File: config.mk
export PLATFORM = sky130hd
export DESIGN_NAME = cmd_engine
export DESIGN_NICKNAME = d
export VERILOG_FILES = /design/src/rtl/cmd_pkg.sv /design/src/rtl/cmd_pulse_seq.sv /design/src/rtl/cmd_engine.sv
export SDC_FILE = /design/constraint.sdc
export NUM_CORES = 1
export LEC_CHECK = 0
export BUFFER_PORTS_ARGS = -buffer_cell sky130_fd_sc_hd__clkbuf_2
export CAP_MARGIN = 20
export CORE_MARGIN = 2
export CORE_UTILIZATION = 58
export CTS_BUF_LIST = sky130_fd_sc_hd__clkbuf_8
export DETAILED_ROUTE_END_ITERATION = 7
export PLACE_DENSITY = 0.82
export REMOVE_ABC_BUFFERS = 1
export SETUP_SLACK_MARGIN = 0.1
export SLEW_MARGIN = 20
export SYNTH_ARGS = -nofsm -noshare
export SYNTH_HDL_FRONTEND = slang
export SYNTH_SLANG_ARGS = --single-unit
File: constraint.sdc
create_clock -name clk -period 3.55 [get_ports clk]
set_clock_uncertainty 0.2 [all_clocks]
set_input_delay 1.065 -clock clk [delete_from_list [all_inputs] [get_ports clk]]
set_output_delay 1.065 -clock clk [all_outputs]
set_load 0.02 [all_outputs]
File: src/rtl/cmd_pkg.sv
// Shared constants, state encodings and helpers
// for the host command engine.
package cmd_pkg;

  localparam logic [7:0] OP_ID     = 8'h49;
  localparam logic [7:0] OP_SET_A  = 8'h41;
  localparam logic [7:0] OP_GET_A  = 8'h61;
  localparam logic [7:0] OP_SET_B  = 8'h42;
  localparam logic [7:0] OP_GET_B  = 8'h62;
  localparam logic [7:0] OP_GET_F  = 8'h73;
  localparam logic [7:0] OP_FLOAT  = 8'h66;
  localparam logic [7:0] OP_OFF_CW = 8'h4F;
  localparam logic [7:0] OP_SET_CW = 8'h4D;
  localparam logic [7:0] OP_CLK    = 8'h63;
  localparam logic [7:0] OP_ICLK   = 8'h43;
  localparam logic [7:0] OP_TICK   = 8'h54;
  localparam logic [7:0] OP_RD_MEM = 8'h72;
  localparam logic [7:0] OP_BRK    = 8'h52;
  localparam logic [7:0] OP_NOP    = 8'h4E;
  localparam logic [7:0] OP_NOP_FF = 8'hFF;
  localparam logic [7:0] OP_HALT   = 8'h51;
  localparam logic [7:0] RSP_UNK   = 8'h3F;

  localparam int ID_LEN  = 9;
  localparam int BRK_LEN = 4;
  localparam logic [8*ID_LEN-1:0]  ID_STR  = "VerilogVM";
  localparam logic [8*BRK_LEN-1:0] BRK_STR = "#BRK";

  typedef enum logic [2:0] {
    ST_IDLE,
    ST_ARG,
    ST_EXEC,
    ST_PULSE,
    ST_TX
  } state_t;

  typedef enum logic [1:0] {
    PM_CLK,
    PM_ICLK,
    PM_BOTH
  } pmode_t;

  typedef enum logic [1:0] {
    PS_IDLE,
    PS_HI1,
    PS_LOW,
    PS_HI2
  } pstate_t;

  function automatic int nbytes(input int w);
    return (w + 7) / 8;
  endfunction

  function automatic int imax(input int a, input int b);
    return (a > b) ? a : b;
  endfunction

endpackage

File: src/rtl/cmd_pulse_seq.sv
// CPU clock pulse sequencer: single clk, single iclk,
// or clk-gap-iclk, each phase PULSE_CYC cycles wide.
module cmd_pulse_seq
  import cmd_pkg::*;
#(
  parameter int PULSE_CYC = 1
) (
  input  logic       clk,
  input  logic       rst,
  input  logic       start,
  input  logic [1:0] mode,
  output logic       cpu_clk,
  output logic       cpu_iclk,
  output logic       done
);

  localparam int CNT_W = (PULSE_CYC > 1) ? $clog2(PULSE_CYC) : 1;
  localparam logic [CNT_W-1:0] LAST = CNT_W'(PULSE_CYC - 1);

  pstate_t          st_q, st_d;
  logic [CNT_W-1:0] cnt_q, cnt_d;
  logic [1:0]       mode_q, mode_d;
  logic             clk_q, clk_d;
  logic             iclk_q, iclk_d;
  logic             ph_end;

  assign ph_end = (cnt_q == LAST);

  always_comb begin
    st_d   = st_q;
    cnt_d  = cnt_q;
    mode_d = mode_q;
    done   = 1'b0;
    unique case (st_q)
      PS_IDLE: begin
        if (start) begin
          mode_d = mode;
          cnt_d  = '0;
          st_d   = (mode == PM_ICLK) ? PS_HI2 : PS_HI1;
        end
      end
      PS_HI1: begin
        if (ph_end) begin
          cnt_d = '0;
          if (mode_q == PM_BOTH) begin
            st_d = PS_LOW;
          end else begin
            st_d = PS_IDLE;
            done = 1'b1;
          end
        end else begin
          cnt_d = cnt_q + 1'b1;
        end
      end
      PS_LOW: begin
        if (ph_end) begin
          cnt_d = '0;
          st_d  = PS_HI2;
        end else begin
          cnt_d = cnt_q + 1'b1;
        end
      end
      PS_HI2: begin
        if (ph_end) begin
          cnt_d = '0;
          st_d  = PS_IDLE;
          done  = 1'b1;
        end else begin
          cnt_d = cnt_q + 1'b1;
        end
      end
      default: st_d = PS_IDLE;
    endcase
    // Registered outputs keep the pulses glitch-free.
    clk_d  = (st_d == PS_HI1);
    iclk_d = (st_d == PS_HI2);
  end

  always_ff @(posedge clk or negedge rst) begin
    if (!rst) begin
      st_q   <= PS_IDLE;
      cnt_q  <= '0;
      mode_q <= '0;
      clk_q  <= 1'b0;
      iclk_q <= 1'b0;
    end else begin
      st_q   <= st_d;
      cnt_q  <= cnt_d;
      mode_q <= mode_d;
      clk_q  <= clk_d;
      iclk_q <= iclk_d;
    end
  end

  assign cpu_clk  = clk_q;
  assign cpu_iclk = iclk_q;

endmodule

File: src/rtl/cmd_engine.sv
// Host command engine: byte-stream commands drive the
// CPU buses, control word and clocks; results stream back.
module cmd_engine
  import cmd_pkg::*;
#(
  parameter int              DATA_W      = 8,
  parameter int              ADDR_W      = 16,
  parameter int              CW_W        = 32,
  parameter int              FLAG_W      = 4,
  parameter logic [CW_W-1:0] CW_DEFAULT  = '0,
  parameter int              PULSE_CYC   = 1,
  parameter int              ARG_TIMEOUT = 1024
) (
  input  logic              clk,
  input  logic              rst,
  input  logic [7:0]        rx_data,
  input  logic              rx_valid,
  output logic              rx_ready,
  output logic [7:0]        tx_data,
  output logic              tx_valid,
  input  logic              tx_ready,
  input  logic [DATA_W-1:0] bus_in,
  input  logic [ADDR_W-1:0] addr_in,
  input  logic [FLAG_W-1:0] flags_in,
  output logic [DATA_W-1:0] data_out,
  output logic              data_oe,
  output logic [ADDR_W-1:0] addr_out,
  output logic              addr_oe,
  output logic [CW_W-1:0]   control_word,
  output logic              cpu_clk,
  output logic              cpu_iclk,
  output logic              err,
  output logic              halted
);

  localparam int NB_D   = nbytes(DATA_W);
  localparam int NB_A   = nbytes(ADDR_W);
  localparam int NB_C   = nbytes(CW_W);
  localparam int NB_F   = nbytes(FLAG_W);
  localparam int ARG_NB = imax(imax(NB_A, NB_D), NB_C);
  localparam int RSP_N  = imax(imax(ID_LEN, BRK_LEN),
                               imax(imax(NB_A, NB_D), NB_F));
  localparam int AC_W   = $clog2(ARG_NB + 1);
  localparam int RI_W   = $clog2(RSP_N + 1);
  localparam int TM_W   = $clog2(ARG_TIMEOUT + 1);
  localparam logic [TM_W-1:0] TM_LAST = TM_W'(ARG_TIMEOUT - 1);

  state_t              st_q, st_d;
  logic [7:0]          op_q, op_d;
  logic [AC_W-1:0]     cnt_q, cnt_d;
  logic [TM_W-1:0]     tmr_q, tmr_d;
  logic [ARG_NB*8-1:0] arg_q, arg_d;
  logic [RSP_N*8-1:0]  rsp_q, rsp_d;
  logic [RI_W-1:0]     len_q, len_d;
  logic [RI_W-1:0]     idx_q, idx_d;
  logic [DATA_W-1:0]   dout_q, dout_d;
  logic                doe_q, doe_d;
  logic [ADDR_W-1:0]   aout_q, aout_d;
  logic                aoe_q, aoe_d;
  logic [CW_W-1:0]     cw_q, cw_d;
  logic                err_q, err_d;
  logic                halted_q, halted_d;

  logic                rx_fire;
  logic                p_start;
  logic [1:0]          p_mode;
  logic                p_done;
  logic [NB_A*8-1:0]   a_ext;
  logic [NB_D*8-1:0]   d_ext;
  logic [NB_F*8-1:0]   f_ext;

  function automatic logic [AC_W-1:0] arg_len(input logic [7:0] op);
    case (op)
      OP_SET_A:                       arg_len = AC_W'(NB_A);
      OP_SET_B:                       arg_len = AC_W'(NB_D);
      OP_OFF_CW, OP_SET_CW, OP_RD_MEM: arg_len = AC_W'(NB_C);
      default:                        arg_len = '0;
    endcase
  endfunction

  always_comb begin
    a_ext = '0;
    d_ext = '0;
    f_ext = '0;
    a_ext[ADDR_W-1:0] = addr_in;
    d_ext[DATA_W-1:0] = bus_in;
    f_ext[FLAG_W-1:0] = flags_in;
  end

  assign rx_ready = ((st_q == ST_IDLE) && !halted_q) || (st_q == ST_ARG);
  assign rx_fire  = rx_valid && rx_ready;
  assign tx_valid = (st_q == ST_TX);
  assign tx_data  = tx_valid ? rsp_q[8*idx_q +: 8] : 8'h00;

  always_comb begin
    st_d     = st_q;
    op_d     = op_q;
    cnt_d    = cnt_q;
    tmr_d    = tmr_q;
    arg_d    = arg_q;
    rsp_d    = rsp_q;
    len_d    = len_q;
    idx_d    = idx_q;
    dout_d   = dout_q;
    doe_d    = doe_q;
    aout_d   = aout_q;
    aoe_d    = aoe_q;
    cw_d     = cw_q;
    err_d    = err_q;
    halted_d = halted_q;
    p_start  = 1'b0;
    p_mode   = PM_CLK;
    unique case (st_q)
      ST_IDLE: begin
        if (rx_fire) begin
          op_d  = rx_data;
          cnt_d = '0;
          tmr_d = '0;
          arg_d = '0;
          st_d  = (arg_len(rx_data) != '0) ? ST_ARG : ST_EXEC;
        end
      end
      ST_ARG: begin
        if (rx_fire) begin
          arg_d[8*cnt_q +: 8] = rx_data;
          tmr_d = '0;
          if ((cnt_q + 1'b1) == arg_len(op_q)) begin
            st_d = ST_EXEC;
          end else begin
            cnt_d = cnt_q + 1'b1;
          end
        end else if (tmr_q == TM_LAST) begin
          // Stalled host: drop the partial argument.
          st_d  = ST_IDLE;
          err_d = 1'b1;
        end else begin
          tmr_d = tmr_q + 1'b1;
        end
      end
      ST_EXEC: begin
        st_d  = ST_IDLE;
        idx_d = '0;
        unique case (op_q)
          OP_ID: begin
            rsp_d = '0;
            for (int i = 0; i < ID_LEN; i++)
              rsp_d[8*i +: 8] = ID_STR[8*(ID_LEN-1-i) +: 8];
            len_d = RI_W'(ID_LEN);
            st_d  = ST_TX;
          end
          OP_SET_A: begin
            aout_d = arg_q[ADDR_W-1:0];
            aoe_d  = 1'b1;
          end
          OP_GET_A: begin
            rsp_d = '0;
            rsp_d[NB_A*8-1:0] = a_ext;
            len_d = RI_W'(NB_A);
            st_d  = ST_TX;
          end
          OP_SET_B: begin
            dout_d = arg_q[DATA_W-1:0];
            doe_d  = 1'b1;
          end
          OP_GET_B: begin
            rsp_d = '0;
            rsp_d[NB_D*8-1:0] = d_ext;
            len_d = RI_W'(NB_D);
            st_d  = ST_TX;
          end
          OP_GET_F: begin
            rsp_d = '0;
            rsp_d[NB_F*8-1:0] = f_ext;
            len_d = RI_W'(NB_F);
            st_d  = ST_TX;
          end
          OP_FLOAT: begin
            doe_d = 1'b0;
            aoe_d = 1'b0;
          end
          OP_OFF_CW: begin
            doe_d = 1'b0;
            aoe_d = 1'b0;
            cw_d  = arg_q[CW_W-1:0];
          end
          OP_SET_CW: cw_d = arg_q[CW_W-1:0];
          OP_CLK: begin
            p_start = 1'b1;
            p_mode  = PM_CLK;
            st_d    = ST_PULSE;
          end
          OP_ICLK: begin
            p_start = 1'b1;
            p_mode  = PM_ICLK;
            st_d    = ST_PULSE;
          end
          OP_TICK: begin
            p_start = 1'b1;
            p_mode  = PM_BOTH;
            st_d    = ST_PULSE;
          end
          OP_RD_MEM: begin
            rsp_d = '0;
            len_d = RI_W'(NB_D);
            st_d  = ST_TX;
          end
          OP_BRK: begin
            rsp_d = '0;
            for (int i = 0; i < BRK_LEN; i++)
              rsp_d[8*i +: 8] = BRK_STR[8*(BRK_LEN-1-i) +: 8];
            len_d = RI_W'(BRK_LEN);
            st_d  = ST_TX;
          end
          OP_NOP, OP_NOP_FF: ;
          OP_HALT: halted_d = 1'b1;
          default: begin
            err_d = 1'b1;
            rsp_d = '0;
            rsp_d[7:0] = RSP_UNK;
            len_d = RI_W'(1);
            st_d  = ST_TX;
          end
        endcase
      end
      ST_PULSE: begin
        if (p_done) st_d = ST_IDLE;
      end
      ST_TX: begin
        if (tx_ready) begin
          if ((idx_q + 1'b1) == len_q) begin
            st_d = ST_IDLE;
          end else begin
            idx_d = idx_q + 1'b1;
          end
        end
      end
      default: st_d = ST_IDLE;
    endcase
  end

  always_ff @(posedge clk or negedge rst) begin
    if (!rst) begin
      st_q     <= ST_IDLE;
      op_q     <= '0;
      cnt_q    <= '0;
      tmr_q    <= '0;
      arg_q    <= '0;
      rsp_q    <= '0;
      len_q    <= '0;
      idx_q    <= '0;
      dout_q   <= '0;
      doe_q    <= 1'b0;
      aout_q   <= '0;
      aoe_q    <= 1'b0;
      cw_q     <= CW_DEFAULT;
      err_q    <= 1'b0;
      halted_q <= 1'b0;
    end else begin
      st_q     <= st_d;
      op_q     <= op_d;
      cnt_q    <= cnt_d;
      tmr_q    <= tmr_d;
      arg_q    <= arg_d;
      rsp_q    <= rsp_d;
      len_q    <= len_d;
      idx_q    <= idx_d;
      dout_q   <= dout_d;
      doe_q    <= doe_d;
      aout_q   <= aout_d;
      aoe_q    <= aoe_d;
      cw_q     <= cw_d;
      err_q    <= err_d;
      halted_q <= halted_d;
    end
  end

  cmd_pulse_seq #(
    .PULSE_CYC(PULSE_CYC)
  ) u_pulse (
    .clk     (clk),
    .rst     (rst),
    .start   (p_start),
    .mode    (p_mode),
    .cpu_clk (cpu_clk),
    .cpu_iclk(cpu_iclk),
    .done    (p_done)
  );

  assign data_out     = dout_q;
  assign data_oe      = doe_q;
  assign addr_out     = aout_q;
  assign addr_oe      = aoe_q;
  assign control_word = cw_q;
  assign err          = err_q;
  assign halted       = halted_q;

endmodule

==> results of run 1 <==
-- cells by family after synthesis --
group | after synthesis | synth area share
buffers and inverters | 52 | 0.0373
adders and majority gates | 5 | 0.00896
AOI/OAI and AO/OA | 147 | 0.148
DFF | 150 | 0.537
muxes | 77 | 0.124
and+or+nand+nor | 168 | 0.125
xor gates and xnor gates | 16 | 0.0201
-- critical path, stage by stage (launching register included) --
cell and delay (ns):
dfrtp_2 0.49, nor2_1 0.16, nand2_1 0.11, inv_2 0.15, nand2b_4 0.10, a2111oi_0 0.36
clkbuf_2 0.25
-- per-layer routing --
metal  part of all wire  vias up
met5                  0        -
met4              0.028        0
met3              0.065       39
met2               0.48      211
met1               0.42     2661
li1                   -     2464
-- state kept, by name, summed over array words and instances, names as in the netlist, 4 cells and up --
name	flops
addr_out	16
op_q	8
data_out	8
rsp_q	19
control_word	32
idx_q	4
arg_q	32
len_q	4
tmr_q	11
-- metrics by stage --
stage | instances | util
after CTS | 883 | 0.676
final | 883 | 0.677
after global placement | 851 | 0.643
after floorplan | 583 | -
after detailed placement | 851 | 0.643
after global routing | 883 | 0.677
-- timing repair --
item                                    CTS  global route
hold endpoints to repair                  0             0
endpoints found under the setup margin    2             6
resized for setup                         4             5
-- how the worst max path moves through the flow --
| stage | to | slack [ns] | cells after the start |
|---|---|---|---|
| floorplan | tx_data[5] | 0.06 | 5 |
| global placement | tx_data[5] | 0.60 | 6 |
| detailed placement | tx_data[5] | 0.53 | 6 |
| CTS | tx_data[5] | 0.1 | 6 |
| global route | tx_data[5] | 0.10 | 6 |
| finish | tx_data[1] | 0.21 | 6 |
-- placed cells by master (no fill, tap or decap), types with 6 or more instances in the layout --
cell type	instances
a21o_1	8
a21oi_1	25
a22o_1	29
a22oi_1	6
a31oi_1	6
and3_1	8
buf_4	11
clkbuf_2	109
clkbuf_8	17
dfrtp_1	146
inv_1	21
mux2_2	70
mux2i_1	6
nand2_1	57
nand3_1	13
nand4_1	9
nor2_1	36
nor3_1	6
o21ai_0	35
xnor2_1	6
xor2_1	10
-- power by group through the flow --
stage	combinational, µW	sequential [µW]	clock [µW]
2_1_floorplan	860	2090	0
3_3_place_gp	1170	2140	0
3_5_place_dp	1210	2150	0
4_1_cts	1230	2120	1320
5_1_grt	1370	2170	1400
6_report	1240	2130	1300
-- layout make-up --
cell class	count	area share
clock inverter	15	0.0192
tap	147	0.0229
timing repair buffer	121	0.0797
multi-input combinational	413	0.371
clock buffer	17	0.0292
sequential	150	0.468
inverter	20	0.00935
==> results_dict.tcl, run 1 <==
set metrics [dict create \
    use_met1 0.348 \
    ys_warn_count 0 \
    gr-usage-all-layers 0.267 \
    cts_num_sinks 150 \
    yosys-top-cells-area "dfrtp_1 54%, mux2_2 11%, a22o_1 3.6%" \
    post-route-cell-area_mm2 0.00803 \
    swShare 0.358 \
    synthFlopType "dfrtp_1" \
    worst-path-max-fanout 9 \
    crit_type "reg -> out" \
    vias_per_cell 6.09 \
    synth_cell_types 75 \
    place_ws_ns 0.533 \
    fp-row-count 40 \
    nNetsFinal 768 \
    setup_viol 0 \
    path_clk_slew_ns 0.09 \
    htree_levels 4 \
    ff2ff_path_depth 6 \
    timing.fmax_mhz 300 \
    hp-start "rsp_q[2]" \
    postRouteAntennaNets 0 \
    core_region_area_mm2 0.0119 \
    gp_congestion 0.900 \
    crit_arrival_ns 2.07 \
    setup.worst_path.start "st_q[0]" \
    use_met3 0.0755 \
    finalSetupTns_ns 0 \
    syn_area_per_cell_um2 11.4 \
    wirelength_um 16300 \
    ys_ff_latch 150 \
    antennaDiodeCount 0 \
    root_buffer "clkbuf_8" \
    hold_ws_ns 0.283 \
    synth_area_mm2 0.00698 \
    r2r_setup_slack_ns 0.71 \
    seq_power_share 0.457 \
    async_flop_share 1.00 \
    busiest_layer "met2" \
    synth_common_cells "150 x dfrtp_1, 70 x mux2_2, 57 x nand2_1, 37 x nor2_1, 35 x o21ai_0" \
    netlist_instances 615 \
    status "completed" \
    synth.most_common_cell "dfrtp_1" \
    nFillCells 876 \
    multi_input_area_mm2 0.00298 \
    die_w_um 114 \
    grtUsageMet2 0.424 \
    insertion_delay_ns 0.46 \
    grt_max_degree 68 \
    numCtsBuffers 17 \
    num_vias 5375 \
    dp_hpwl_um 11400 \
    ir_drop_mv 0.354 \
    fin_ws_ns 0.212 \
    layout_min_cycle_time_ns 3.34 \
    synth_area_leader_cell "dfrtp_1" \
    relSlewSlack 0.513 \
    cts_tree "yes" \
    p_clk_frac 0.278 \
    r2r-start "op_q[4]" \
    regArea_mm2 0.00376 \
    required_ns 2.28 \
    antenna_found_initial 0 \
    min_to "rsp_q[2]" \
    cts_setup_buffers 0 \
    p_switching_uw 1670 \
    p_leak_uw 0.00398 \
    syn_to_final_growth_pct 14.9 \
    powerDensity_mw_per_mm2 582 \
    p_comb_frac 0.265 \
    rsz0062_at_grt "false" \
    worstHoldPathCells 1 \
    internal-power_uw 3000 \
    wl_per_cell_um 18.5 \
    start_kind "flip-flop" \
    min_period_over_period 0.940 \
    io_buffers 111 \
    io_pins 112 \
    initial_core_util 0.589 \
    die_h_um 114 \
    firstDrtPassIters 5 \
    hp-class "reg -> reg" \
    yosys.area.top_type_share 0.537 \
    synth-edff-count 0 \
    drcViolationCount 0 \
    drt-initial-drc-count 481 \
    maxCapViolations 0 \
    end_kind "output pin" \
    total_power_uw 4670 \
    die-area_mm2 0.0129 \
    grt_overflow 0 \
    first_global_vias 5437 \
    postPlaceCellArea_mm2 0.00762 \
    hold_viol 0 \
    synth-seq-area-share 0.537 \
    hold_buffers 0 \
    r2r_end "len_q[1]" \
    drive_above_1_share 0.329 \
    grt_pass1_wl_um 27000 \
    cts_buffer_depth 2 \
    tightestPinTransition_ns 0.731 \
    finalMaxSlewViolations 0 \
]
No activity file was read; power rests on OpenSTA's default activity.
==> inputs of run 2 (changes only) <==
--- a/config.mk
+++ b/config.mk
@@ -5,7 +5,7 @@
 export SDC_FILE = /design/constraint.sdc
 export NUM_CORES = 1
 export LEC_CHECK = 0
-export BUFFER_PORTS_ARGS = -buffer_cell sky130_fd_sc_hd__clkbuf_2
+export BUFFER_PORTS_ARGS = -buffer_cell sky130_fd_sc_hd__buf_2
 export CAP_MARGIN = 20
 export CORE_MARGIN = 2
 export CORE_UTILIZATION = 58
==> run 2 against run 1 <==
  * Clock power grew 3%
  * Design area grew 0.42%
  * Non-clock buffer count is the same
  * Sequential share of layout area shrank 0.21 points
  * Total power grew 1.2%
  * Critical path depth is the same
  * Clock-buffer cell count grew 1
  * Largest power group unchanged
  * Die area is the same
  * Utilization grew 0.28 points
  * Cell count is the same
  * Combinational power is essentially flat
  * Sequential power is essentially flat
  * Highest routed layer unchanged
  * Largest cell class unchanged
==> results_dict.tcl, run 2 (synthesized netlist as in run 1, its figures left out) <==
set metrics [dict create \
    status "completed" \
    r2r-start "op_q[3]" \
    numCtsBuffers 17 \
    relSlewSlack 0.480 \
    cts_num_sinks 150 \
    die_h_um 114 \
    core_region_area_mm2 0.0119 \
    swShare 0.358 \
    path_clk_slew_ns 0.08 \
    fp-row-count 40 \
    dp_hpwl_um 11400 \
    hp-class "reg -> reg" \
    htree_levels 4 \
    tightestPinTransition_ns 0.779 \
    io_pins 112 \
    firstDrtPassIters 5 \
    powerDensity_mw_per_mm2 586 \
    hold_viol 0 \
    insertion_delay_ns 0.45 \
    die-area_mm2 0.0129 \
    die_w_um 114 \
    antenna_found_initial 0 \
    slowest_stage "dfrtp_2" \
    hold_ws_ns 0.282 \
    io_buffers 111 \
    min_period_over_period 0.929 \
    r2r_setup_slack_ns 0.72 \
    gr-usage-all-layers 0.266 \
    initial_core_util 0.589 \
    layout_common_cells "147 x dfrtp_1, 110 x buf_2, 70 x mux2_2" \
    finalSetupTns_ns 0 \
    p_leak_uw 0.00404 \
    postPlaceCellArea_mm2 0.00763 \
    grt_pass1_wl_um 26800 \
    wl_per_cell_um 18.4 \
    grt_max_degree 54 \
    nNetsFinal 768 \
    rsz0062_at_grt "true" \
    p_comb_frac 0.263 \
    cts_tree "yes" \
    internal-power_uw 3030 \
    place_inst 851 \
    syn_to_final_growth_pct 15.4 \
    crit_type "reg -> out" \
    cp_slowest_stage_delay_ns 0.48 \
    hp-start "rsp_q[2]" \
    timing.fmax_mhz 303 \
    layout_min_cycle_time_ns 3.30 \
    setup.worst_path.start "st_q[0]" \
    nFillCells 888 \
    start_kind "flip-flop" \
    drcViolationCount 0 \
    grt_overflow 0 \
    root_buffer "clkbuf_8" \
    postRouteAntennaNets 0 \
    utilization 0.680 \
    wirelength_um 16300 \
    r2r_end "st_q[1]" \
    seq_power_share 0.452 \
    final_common_cell "dfrtp_1" \
    finalMaxSlewViolations 0 \
    worstHoldPathCells 1 \
    setup_viol 0 \
    post-route-cell-area_mm2 0.00806 \
    vias_per_cell 6.06 \
    crit_arrival_ns 2.03 \
    fin_cells 883 \
    drt-initial-drc-count 501 \
    min_to "rsp_q[2]" \
    first_global_vias 5261 \
    ir_drop_mv 0.304 \
    p_clk_frac 0.284 \
    maxCapViolations 0 \
    worst-path-max-fanout 9 \
    antennaDiodeCount 0 \
    ff2ff_path_depth 6 \
    p_switching_uw 1690 \
    end_kind "output pin" \
    drive_above_1_share 0.332 \
    crit_chain "nor2_2, nand2_1, inv_2, nand2b_4, a2111oi_1, buf_2" \
    required_ns 2.28 \
    gp_congestion 0.891 \
    num_vias 5353 \
    cts_buffer_depth 2 \
]
run 2: timing repair:
item | in CTS | in global routing
setup endpoints to repair | 1 | 6
buffers inserted | 0 | 0
hold buffers | 0 | 0
gates resized for setup | 3 | 4
run 2: stage by stage:
stage	setup WS [ns]	power, µW
floorplan	0.0646	2950
global placement	0.632	3320
detailed placement	0.522	3370
CTS	0.113	4730
global route	0.0380	4980
finish	0.250	4720
run 2: worst max path at each step:
stage / to / slack, ns
5_1_grt: tx_data[1] / 0.04
4_1_cts: tx_data[1] / 0.11
6_report: tx_data[5] / 0.25
2_1_floorplan: tx_data[5] / 0.06
3_3_place_gp: tx_data[5] / 0.63
3_5_place_dp: tx_data[5] / 0.52
run 2: layout make-up:
cell class / count / area [µm²] / share of cell area
multi-input cells: 413 / 2980 / 0.370
repair buffers: 121 / 649 / 0.0806
inverters: 20 / 75.1 / 0.00931
well taps: 147 / 184 / 0.0228
clock inverters: 14 / 163 / 0.0202
flip-flops and latches: 150 / 3760 / 0.466
clock buffers: 18 / 248 / 0.0307
run 2: routing by layer:
layer / GRT usage / part of all wire / vias to the layer above / routed length (µm)
met2: 0.434 / 0.48 / 204 / 7810
met1: 0.349 / 0.44 / 2659 / 7140
met5: 0 / 0 / - / 0
li1: - / - / 2464 / -
met3: 0.0670 / 0.061 / 26 / 997
met4: 0.0967 / 0.019 / 0 / 302
run 2: critical path, delay by kind of cell (launching register included):
kind,cells,cell delay (ns)
compound gates,1,0.39
simple gates,3,0.34
buf+inv,2,0.39
flops,1,0.48
run 2: power groups by stage:
stage	clock [µW]	combinational, µW	sequential (µW)
floorplan	0	860	2090
global placement	0	1180	2140
detailed placement	0	1220	2160
CTS	1370	1230	2120
global route	1440	1370	2170
finish	1340	1240	2140
==> inputs of run 3 (changes only) <==
--- a/config.mk
+++ b/config.mk
@@ -5,13 +5,13 @@
 export SDC_FILE = /design/constraint.sdc
 export NUM_CORES = 1
 export LEC_CHECK = 0
+export ABC_AREA = 1
 export BUFFER_PORTS_ARGS = -buffer_cell sky130_fd_sc_hd__buf_2
 export CAP_MARGIN = 20
 export CORE_MARGIN = 2
-export CORE_UTILIZATION = 58
-export CTS_BUF_LIST = sky130_fd_sc_hd__clkbuf_8
+export CORE_UTILIZATION = 57
 export DETAILED_ROUTE_END_ITERATION = 7
-export PLACE_DENSITY = 0.82
+export PLACE_DENSITY = 0.8
 export REMOVE_ABC_BUFFERS = 1
 export SETUP_SLACK_MARGIN = 0.1
 export SLEW_MARGIN = 20
==> run 3 against run 2 <==
  * Fmax is 1.1% higher
  * Non-clock buffer count shrank 7
  * Via count grew 14%
  * Clock-buffer cell count is the same
  * Sequential cell count unchanged
  * Register-to-register slack improved by 0.23 ns
  * Sequential power shrank 6%
  * Setup slack gained 0.037 ns
  * Clock power grew 31%
  * Critical endpoint is now tx_data[4]
  * Highest routed layer unchanged
==> results_dict.tcl, run 3 <==
set metrics [dict create \
    initial_core_util 0.586 \
    postPlaceCellArea_mm2 0.00769 \
    cts_tree "yes" \
    r2r-start "op_q[5]" \
    core_region_area_mm2 0.0120 \
    first_global_vias 5733 \
    htree_levels 4 \
    finalSetupTns_ns 0 \
    path_clk_slew_ns 0.06 \
    antenna_found_initial 0 \
    min_to "err" \
    finalMaxSlewViolations 0 \
    drt-initial-drc-count 591 \
    ff2ff_path_depth 12 \
    grt_max_degree 66 \
    cts_num_sinks 150 \
    drcViolationCount 0 \
    vias_per_cell 5.39 \
    firstDrtPassIters 5 \
    timing.fmax_mhz 307 \
    numCtsBuffers 17 \
    grt_pass1_wl_um 27800 \
    setup.worst_path.start "idx_q[0]" \
    antennaDiodeCount 0 \
    synth_area_mm2 0.00703 \
    worst-path-max-fanout 18 \
    worstHoldPathCells 2 \
    synth_common_cells "289 x nand2_1, 150 x dfrtp_1, 91 x inv_1, 91 x o21ai_0, 65 x nor2_1" \
    place_inst 1103 \
    root_buffer "clkbuf_16" \
    fin_ws_ns 0.288 \
    gr-usage-all-layers 0.270 \
    p_leak_uw 0.00435 \
    ys_ff_latch 150 \
    cts_setup_buffers 0 \
    grt_overflow 0 \
    r2r_end "rsp_q[9]" \
    wirelength_um 16600 \
    drive_above_1_share 0.185 \
    synth_area_leader_cell "dfrtp_1" \
    place_ws_ns 0.760 \
    rsz0062_at_grt "false" \
    gp_congestion 0.931 \
    wl_per_cell_um 14.6 \
    crit_type "reg -> out" \
    maxCapViolations 0 \
    post-route-cell-area_mm2 0.00827 \
    synth-edff-count 0 \
    crit_arrival_ns 2.00 \
    seq_power_share 0.406 \
    end_kind "output pin" \
    internal-power_uw 3220 \
    layout_common_cells "289 x nand2_1, 150 x dfrtp_1, 110 x buf_2" \
    die_h_um 115 \
    swShare 0.352 \
    r2r_setup_slack_ns 0.95 \
    final_common_cell "nand2_1" \
    netlist_instances 864 \
    ys_warn_count 0 \
    layout_min_cycle_time_ns 3.26 \
    fin_cells 1135 \
    num_vias 6114 \
    required_ns 2.28 \
    synthFlopType "dfrtp_1" \
    ir_drop_mv 0.363 \
    p_comb_frac 0.241 \
    status "completed" \
    io_buffers 111 \
    synth.most_common_cell "nand2_1" \
    powerDensity_mw_per_mm2 601 \
    min_period_over_period 0.919 \
    yosys.area.top_type_share 0.534 \
    setup_viol 0 \
    die-area_mm2 0.0132 \
    start_kind "flip-flop" \
    insertion_delay_ns 0.43 \
    fp-row-count 40 \
    tightestPinTransition_ns 0.852 \
    yosys-top-cells-area "dfrtp_1 53%, nand2_1 15%, o21ai_0 6.5%" \
    nFillCells 984 \
    postRouteAntennaNets 0 \
    synth-seq-area-share 0.534 \
    dp_hpwl_um 11700 \
    synth_cell_types 39 \
    utilization 0.689 \
    p_clk_frac 0.353 \
    die_w_um 115 \
    io_pins 112 \
    nNetsFinal 1020 \
    hp-class "reg -> reg" \
    cts_buffer_depth 2 \
    syn_to_final_growth_pct 17.6 \
    relSlewSlack 0.431 \
    p_switching_uw 1750 \
    syn_area_per_cell_um2 8.14 \
    async_flop_share 1.00 \
    hp-start "err" \
    hold_viol 0 \
]
run 3: cell count changes in the layout (fill, tap and decap cells not counted), sizes merged, moves of 12 or more:
cell,change
mux2,-59
o21ai,+67
nand2,+240
nand3,+25
a22o,-28
nor2,+32
inv,+73
o22ai,+12
run 3: metal layers:
metal  wire (µm)  global-route usage
met1        7400               0.370
met2        7760               0.420
met3        1040              0.0701
met4         384              0.0932
met5           0                   0
run 3: metrics by stage:
stage,power (µW),hold WS (ns)
after global routing,5250,0.304
after global placement,3200,0.249
after CTS,4980,0.268
after detailed placement,3220,0.253
after floorplan,2850,0.244
final,4970,0.262
run 3: worst max-delay path by stage:
stage / endpoint / slack (ns) / cells after the start
floorplan: tx_data[7] / 0.78 / 5
global placement: tx_data[4] / 0.81 / 6
detailed placement: tx_data[4] / 0.76 / 6
CTS: tx_data[4] / 0.31 / 6
global route: tx_data[4] / 0.15 / 6
finish: tx_data[4] / 0.29 / 6
run 3: critical path, cell delays in order, from the launching register on:
cell and delay [ns]:
dfrtp_1 0.65, inv_1 0.25, o21ai_0 0.20, o22ai_1 0.09
a22oi_1 0.17, nor2_1 0.06, buf_2 0.15
run 3: cell families after synthesis:
logic type | Yosys count | synth area share
flops | 150 | 0.534
xor+xnor | 6 | 0.00747
simple gates | 427 | 0.249
mux | 12 | 0.0192
buf+inv | 119 | 0.0692
compound gates | 145 | 0.112
fa+ha+maj | 5 | 0.00890
run 3: cell type report:
class	instances	area, µm²	area share
Sequential cell	150	3750	0.454
Clock buffer	18	439	0.0531
Tap cell	147	184	0.0222
Inverter	97	365	0.0442
Timing Repair Buffer	114	597	0.0721
Clock inverter	14	140	0.0169
Multi-Input combinational cell	595	2800	0.338
run 3: power groups by stage:
| stage | combinational [µW] | sequential, µW | clock [µW] |
|---|---|---|---|
| 3_3_place_gp | 1160 | 2040 | 0 |
| 4_1_cts | 1190 | 2010 | 1770 |
| 5_1_grt | 1360 | 2040 | 1850 |
| 6_report | 1200 | 2020 | 1760 |
| 2_1_floorplan | 824 | 2030 | 0 |
| 3_5_place_dp | 1180 | 2040 | 0 |
run 3: repair_timing:
| item | CTS | global route |
|---|---|---|
| endpoints found under the setup margin | 0 | 1 |
| hold buffers | 0 | 0 |
| gates resized for setup | 0 | 1 |
